**src/rtl/product_accumulator_if.sv**
```systemverilog
// Product stream in / frame-sum out handshake bundle for product_accumulator.
// master = product source and result sink, slave = the accumulator.
interface product_accumulator_if #(
    parameter int WIDTH = 48,
    parameter int GUARD = 8,
    parameter int CNT_W = 8
);
    localparam int PW = 2 * WIDTH;
    localparam int AW = PW + GUARD;

    logic             p_valid;
    logic [PW-1:0]    p;
    logic             p_last;
    logic             p_ready;
    logic             acc_valid;
    logic [AW-1:0]    acc;
    logic [CNT_W-1:0] acc_count;
    logic             acc_ovf;
    logic             out_ready;

    modport master (
        output p_valid, p, p_last, out_ready,
        input  p_ready, acc_valid, acc, acc_count, acc_ovf
    );

    modport slave (
        input  p_valid, p, p_last, out_ready,
        output p_ready, acc_valid, acc, acc_count, acc_ovf
    );
endinterface

```
**src/rtl/product_accumulator.sv**
```systemverilog
// Sums p_last-delimited frames of multiplier products into a guard-extended accumulator.
// Define ACC_SATURATE_EN to clamp the sum at all-ones on carry instead of wrapping.
module product_accumulator #(
    parameter int WIDTH = 48,
    parameter int GUARD = 8,
    parameter int CNT_W = 8
) (
    input logic                 clk,
    input logic                 rst,
    product_accumulator_if.slave bus
);
    localparam int PW = 2 * WIDTH;
    localparam int AW = PW + GUARD;

    typedef enum logic [1:0] {IDLE, ACCUM, HOLD} state_t;

    state_t           state;
    logic [AW-1:0]    acc_r;
    logic [CNT_W-1:0] cnt_r;
    logic             ovf_r;
    logic             valid_r;
    logic             ready_r;

    logic             take;
    logic [AW:0]      sum;
    logic             carry;
    logic             cnt_full;
    logic [AW-1:0]    acc_next;

    assign take     = bus.p_valid & ready_r;
    assign sum      = {1'b0, acc_r} + {{(GUARD + 1){1'b0}}, bus.p};
    assign carry    = sum[AW];
    assign cnt_full = &cnt_r;

`ifdef ACC_SATURATE_EN
    // Once clamped, every further beat carries again, so the sum stays pinned.
    assign acc_next = carry ? {AW{1'b1}} : sum[AW-1:0];
`else
    assign acc_next = sum[AW-1:0];
`endif

    // p_ready is registered from the next state so out_ready never reaches it combinationally.
    always_ff @(posedge clk or posedge rst) begin
        if (rst) begin
            state   <= IDLE;
            acc_r   <= '0;
            cnt_r   <= '0;
            ovf_r   <= 1'b0;
            valid_r <= 1'b0;
            ready_r <= 1'b0;
        end else begin
            case (state)
                IDLE: begin
                    ready_r <= 1'b1;
                    if (take) begin
                        acc_r <= {{GUARD{1'b0}}, bus.p};
                        cnt_r <= CNT_W'(1);
                        ovf_r <= 1'b0;
                        if (bus.p_last) begin
                            state   <= HOLD;
                            valid_r <= 1'b1;
                            ready_r <= 1'b0;
                        end else begin
                            state   <= ACCUM;
                        end
                    end
                end
                ACCUM: begin
                    if (take) begin
                        acc_r <= acc_next;
                        cnt_r <= cnt_full ? cnt_r : cnt_r + 1'b1;
                        ovf_r <= ovf_r | carry | cnt_full;
                        if (bus.p_last) begin
                            state   <= HOLD;
                            valid_r <= 1'b1;
                            ready_r <= 1'b0;
                        end
                    end
                end
                HOLD: begin
                    if (bus.out_ready) begin
                        state   <= IDLE;
                        valid_r <= 1'b0;
                        ready_r <= 1'b1;
                    end
                end
                default: begin
                    state   <= IDLE;
                    valid_r <= 1'b0;
                    ready_r <= 1'b1;
                end
            endcase
        end
    end

    assign bus.p_ready   = ready_r;
    assign bus.acc_valid = valid_r;
    assign bus.acc       = acc_r;
    assign bus.acc_count = cnt_r;
    assign bus.acc_ovf   = ovf_r;
endmodule

```
**src/flat_wrapper.sv**
```systemverilog
// flat-port wrapper written by rule: the top's interface ports become plain ports
module product_accumulator_flat 
#(
    parameter int WIDTH = 48,
    parameter int GUARD = 8,
    parameter int CNT_W = 8
)
  (clk, rst, bus_p_valid, bus_p, bus_p_last, bus_out_ready, bus_p_ready, bus_acc_valid, bus_acc, bus_acc_count, bus_acc_ovf);
  product_accumulator_if #(.WIDTH(WIDTH), .GUARD(GUARD), .CNT_W(CNT_W)) bus_i ();
  input logic clk;
  input logic rst;
  input wire logic [$bits(bus_i.p_valid)-1:0] bus_p_valid;
  input wire logic [$bits(bus_i.p)-1:0] bus_p;
  input wire logic [$bits(bus_i.p_last)-1:0] bus_p_last;
  input wire logic [$bits(bus_i.out_ready)-1:0] bus_out_ready;
  output wire logic [$bits(bus_i.p_ready)-1:0] bus_p_ready;
  output wire logic [$bits(bus_i.acc_valid)-1:0] bus_acc_valid;
  output wire logic [$bits(bus_i.acc)-1:0] bus_acc;
  output wire logic [$bits(bus_i.acc_count)-1:0] bus_acc_count;
  output wire logic [$bits(bus_i.acc_ovf)-1:0] bus_acc_ovf;
  assign bus_i.p_valid = bus_p_valid;
  assign bus_i.p = bus_p;
  assign bus_i.p_last = bus_p_last;
  assign bus_i.out_ready = bus_out_ready;
  assign bus_p_ready = bus_i.p_ready;
  assign bus_acc_valid = bus_i.acc_valid;
  assign bus_acc = bus_i.acc;
  assign bus_acc_count = bus_i.acc_count;
  assign bus_acc_ovf = bus_i.acc_ovf;
  product_accumulator #(.WIDTH(WIDTH), .GUARD(GUARD), .CNT_W(CNT_W)) u_core (.clk(clk), .rst(rst), .bus(bus_i));
endmodule
```
**config.mk**
```make
export PLATFORM = sky130hd
export DESIGN_NAME = product_accumulator_flat
export DESIGN_NICKNAME = d
export VERILOG_FILES = /design/src/rtl/product_accumulator_if.sv /design/src/rtl/product_accumulator.sv /design/src/flat_wrapper.sv
export SDC_FILE = /design/constraint.sdc
export NUM_CORES = 1
export LEC_CHECK = 0
export BUFFER_PORTS_ARGS = -buffer_cell sky130_fd_sc_hd__clkbuf_2
export CAP_MARGIN = 20
export CORE_MARGIN = 2
export CORE_UTILIZATION = 30
export DETAILED_ROUTE_END_ITERATION = 8
export SLEW_MARGIN = 20
export SYNTH_ARGS = -nofsm -noshare
export SYNTH_HDL_FRONTEND = slang
export SYNTH_SLANG_ARGS = --single-unit
```
**constraint.sdc**
```tcl
create_clock -name clk -period 3.9 [get_ports clk]
set_input_delay 0.585 -clock clk [delete_from_list [all_inputs] [get_ports clk]]
set_output_delay 0.585 -clock clk [all_outputs]
set_load 0.02 [all_outputs]
```
Word level (Yosys, flattened, before mapping)
Cells that the tools add are included.

word-level totals
  register bits after elaboration = 117
  bits of input ports = 101
  logic and storage cells = 55

cells by class
  add/sub/neg operators = 2
  equal/unequal tests = 9
  muxes and demuxes = 26
  bitwise logic cells = 3
  reduce and logical (&&, ||, !) cells = 9

operators by type and width
  kind                   count
  $mux W104              2
  $pmux W104 S2          1
  $add A104 B96 Y105     1
  $mux W8                3
  $pmux W8 S2            1
  $mux W1                10
  $mux W2                5
  $reduce_and A3 Y1      3
  $add A8 B1 Y8 const B  1
  $ne A2 B1 Y1 const B   4
  $reduce_and A4 Y1      2
  $reduce_and A8 Y1      1
  $ne A2 B2 Y1 const B   3
  $pmux W2 S3            1
  $pmux W1 S2            2
  $pmux W1 S3            1
  $eq A2 B1 Y1 const B   1
  $eq A2 B2 Y1 const B   1
  $logic_not A2 Y1       1
  $or A1 B1 Y1           2
  $reduce_bool A2 Y1     1
  $reduce_or A2 Y1       1
  $and A1 B1 Y1          1

Depth between registers and ports, before layout
  word-level depth = 5
  mapped depth = 14
  mapped depth without buffers = 14

Least setup slack after synthesis
No wires, ideal clock.

  path type = in2reg
  start = in bus_p[0]
  end = reg u_core.acc_r[68] (netlist: u_core.bus.acc[68])
  setup time = 0.135 ns
  data arrival time = 3.411 ns
  slack = 0.354 ns
  cell stages on the path = 14
  path through = ha_1 -> inv_1 -> fa_1 -> nand2b_1 -> a21oi_2 -> o21ai_1 -> o41ai_4 -> a21boi_2 -> o21a_1 -> o31ai_4 -> a211oi_1 -> o31ai_1 -> xnor2_1 -> o22ai_1

on the way
  longest elaborated chain between the ends = 3

RTL lines
  item                  line                       source
  start, declared       flat_wrapper.sv:13         input wire logic [$bits(bus_i.p)-1:0] bus_p;
  $add A104 B96 Y105    product_accumulator.sv:31  assign sum = {1'b0, acc_r} + {{(GUARD + 1){1'b0}}, bus.p};
  $mux W104             product_accumulator.sv:69  if (take) begin
  $pmux W104 S2         product_accumulator.sv:52  case (state)
  end signal, assigned  product_accumulator.sv:56  acc_r <= {{GUARD{1'b0}}, bus.p};
  end signal, assigned  product_accumulator.sv:70  acc_r <= acc_next;
  end, declared         product_accumulator.sv:18  logic [AW-1:0] acc_r;

Every way passes these cells. The select of a mux whose other input is x is not followed.
A chain may end at the register's enable or synchronous reset.

Final worst setup path
  start = reg u_core.acc_r[11] (netlist: u_core.bus.acc[11])
  end = reg u_core.acc_r[89] (netlist: u_core.bus.acc[89])

on the way
  longest elaborated chain between the ends = 3

RTL lines
  item                line
  $add A104 B96 Y105  product_accumulator.sv:31
  $mux W104           product_accumulator.sv:69
  $pmux W104 S2       product_accumulator.sv:52

Every way passes these cells. The select of a mux whose other input is x is not followed.

==> impl_metrics.tcl <==
set metrics [dict create \
    status "complete, no violations" \
    p_leak_nw 7.03 \
    wl_um 43400 \
    wl_met2_um 19700 \
    synth_edf_count 0 \
    crit_required_ps 4220 \
    cp_max_fo 6 \
    grt_setup_unrepaired "true" \
    worst_slew_pin_slew_ps 875 \
    final-max-slew-violation-count 0 \
    synth_warnings 0 \
    arrival_ps 4020 \
    ant_nets 0 \
    design_area_um2 14300 \
    first_pass_iters 5 \
    path_class "reg2reg" \
    syn_area_per_cell_um2 7.61 \
    die_height_um 200 \
    multi_input_area_um2 8100 \
    finalNetCount 1964 \
    cts_post_setup_buffers_inserted 0 \
    clk_latency_ps 450 \
    cts-root-buf "clkbuf_16" \
    peakVddDrop_v 0.000283 \
    vias_per_cell 5.46 \
    wl_met3_um 2160 \
    final.min_clock_period_ps 3700 \
    antenna_cells 0 \
    slew_headroom_pct 41.7 \
    synth.net_count 1717 \
    start_util_pct 30.6 \
    grt_usage_pct 21.3 \
    power_mw 3.45 \
    cap_viol_max_count 0 \
    seq_area_um2 2930 \
    drt_iter0_drc 1065 \
    cts_hold_buf 0 \
    synthArstFlopShare_pct 100 \
    fin_util_pct 38.0 \
    place.gp.congestion 0.948 \
    port_buffers 215 \
    drc 0 \
    hold_violations 0 \
    grt_pass1_wl_um 68600 \
    powerDensity_nw_per_um2 240 \
    fmax_mhz 270 \
    cts.reportedPaths.clkPinSlew_ps 70 \
    row_count 71 \
    grt_overflow_total 0 \
    wl_per_cell_um 18.9 \
    ys_ff_latch 117 \
    cp-start-kind "flop" \
    fillers 3940 \
    die_w_um 200 \
    setup-violations-final 0 \
    cts.sink_count 117 \
    fin_crit_sh_pct 94.9 \
    synth_seq_area_share_pct 25.4 \
    p_int_mw 2.49 \
    drive_above_1_share_pct 21.3 \
    power.switching_mw 0.956 \
    antenna_found_initial 1 \
    dieArea_um2 40100 \
    ys_types 73 \
    syn2layout_area_growth_pct 24.2 \
    dp.final_hpwl_um 33700 \
    placed_area_um2 13700 \
    cts_buffer_depth 2 \
    ys.flop_type "dfrtp_1" \
    grt_max_degree 63 \
    syn-cell-area_um2 11500 \
    coreArea_um2 37800 \
    crit_path_end_kind "flop" \
    hold_path.class "in2async" \
    cts.htree.levels 4 \
    synthCells 1518 \
    ios 216 \
    switching_share_pct 27.7 \
    grt_pass1_vias 12100 \
    met1_length_um 20400 \
    top_layer_used "met5" \
    vias 12500 \
    fin_worst_skew_ps 14.8 \
    cts_tree "yes" \
    combPwrFrac_pct 12.2 \
    cts_inserted_buffers 17 \
    clkPwrFrac_pct 52.6 \
    seqPwrFrac_pct 35.2 \
]
[repair_timing]
action,CTS,global route
resized for setup,0,1
endpoints found under the setup margin,0,6
hold endpoints to repair,0,0
[cells in the final DEF (no fill, tap or decap), types with 8 or more instances in the layout]
cell type  synthesis  final
clkbuf_16          0     17
o21a_1            16     16
and3_1            51     51
clkbuf_2           0    215
a21o_1            29     29
ha_1              97     97
inv_1             40     39
a31oi_1           11     11
nor3_1            26     26
dfrtp_1          117    116
xnor2_1           55     55
xor2_1            40     40
buf_4              3    103
nand3_1           35     35
nand2_1          152    152
o21bai_1          30     30
a211oi_1           9      9
nand2b_1          14     14
o22ai_1           16     16
nand4_1           45     45
mux2i_1           22     22
nor2b_1           12     12
or3_1             10     10
o211ai_1          14     14
a21oi_1          229    229
o21ai_1           11     11
o21ai_0          138    138
o221ai_1           8      8
nor2_1           110    109
[final timing paths]
path,start,end,slack [ps],cells past startpoint
max in group asynchronous,rst,u_core.bus.acc[65],2750,3
max reg2reg,u_core.bus.acc[11],u_core.bus.acc[89],200,13
max,u_core.bus.acc[11],u_core.bus.acc[89],200,13
min reg2reg,u_core.bus.acc[25],u_core.bus.acc[25],510,2
min,rst,u_core.bus.acc[0],300,2
min in group clk,bus_out_ready,u_core.bus.acc_valid,410,4
[synth_stat cells, types with 4 or more instances]
| cell | instances | area share (%) |
|---|---|---|
| a211oi_1 | 9 | 0.59 |
| a21boi_0 | 6 | 0.39 |
| a21o_1 | 29 | 1.9 |
| a21oi_1 | 229 | 9.9 |
| a221o_1 | 4 | 0.35 |
| a22oi_1 | 4 | 0.26 |
| a31oi_1 | 11 | 0.60 |
| and2_1 | 7 | 0.38 |
| and3_1 | 51 | 2.8 |
| buf_1 | 6 | 0.20 |
| buf_2 | 21 | 0.91 |
| clkbuf_1 | 61 | 2.0 |
| dfrtp_1 | 117 | 25 |
| ha_1 | 97 | 11 |
| inv_1 | 40 | 1.3 |
| mux2i_1 | 22 | 1.9 |
| nand2_1 | 152 | 4.9 |
| nand2b_1 | 14 | 0.76 |
| nand3_1 | 35 | 1.5 |
| nand4_1 | 45 | 2.4 |
| nor2_1 | 110 | 3.6 |
| nor2b_1 | 12 | 0.65 |
| nor3_1 | 26 | 1.1 |
| nor4_1 | 6 | 0.33 |
| o211ai_1 | 14 | 0.91 |
| o21a_1 | 16 | 1.0 |
| o21ai_0 | 138 | 6.0 |
| o21ai_1 | 11 | 0.48 |
| o21bai_1 | 30 | 2.0 |
| o221ai_1 | 8 | 0.61 |
| o22ai_1 | 16 | 0.87 |
| o31ai_1 | 5 | 0.33 |
| or3_1 | 10 | 0.54 |
| xnor2_1 | 55 | 4.2 |
| xor2_1 | 40 | 3.0 |
[cell families (layout without fill, tap and decap cells)]
family	Yosys count	in the layout	share of synthesized area (%)
AOI/OAI and AO/OA	570	570	30.1
and+or+nand+nor	484	484	20.2
muxes	22	22	1.91
DFF	117	117	25.4
buffers and inverters	132	392	4.62
adders and majority gates	98	98	10.7
xor gates and xnor gates	95	95	7.21
[state kept, by name (all words and copies together) (netlist names)]
signal / count
u_core.bus.acc: 104
u_core.bus.acc_valid: 1
u_core.bus.p_ready: 1
u_core.state: 2
u_core.bus.acc_ovf: 1
u_core.bus.acc_count: 8
[power groups by stage]
stage               clock network (mW)  registers [mW]  logic [mW]
floorplan                            0            1.24       0.241
global placement                     0            1.24       0.410
detailed placement                   0            1.24       0.414
CTS                               1.84            1.21       0.417
global route                      1.89            1.21       0.466
finish                            1.82            1.21       0.420
[area by class of cell]
type                       instances  share of cell area (%)
multi-input combinational       1269                    56.5
sequential                       117                    20.4
timing repair buffer             319                    13.0
tap                              511                    4.46
clock buffer                      19                    3.16
clock inverter                    13                    1.36
inverter                          41                    1.09
[per-stage QoR]
step	instances	hold slack (ps)	setup WS, ps	TNS [ps]
6_report	2289	303	199	0
5_1_grt	2289	370	-23.2	-23.2
3_5_place_dp	2257	501	-42.9	-68.8
3_3_place_gp	2257	491	-17.1	-17.1
4_1_cts	2289	342	242	0
2_1_floorplan	1518	598	214	0
[worst max-delay path: stages (launching register included)]
cell and delay [ps]:
dfrtp_1 400, ha_1 400, nand4_1 160, nor3_1 320, a211oi_1 180, a211oi_2 390, o211a_1 270, a211oi_1 90
buf_4 160, o31a_1 320, o41a_4 410, o31ai_4 240, xnor2_1 140, o21ai_1 70
[layer usage]
layer / vias up / GRT usage, %
met1: 5949 / 29.5
met3: 55 / 3.29
li1: 6074 / -
met5: - / 0
met4: 2 / 6.96
met2: 409 / 33.8
Note: power is estimated with default switching activity, not from simulation.
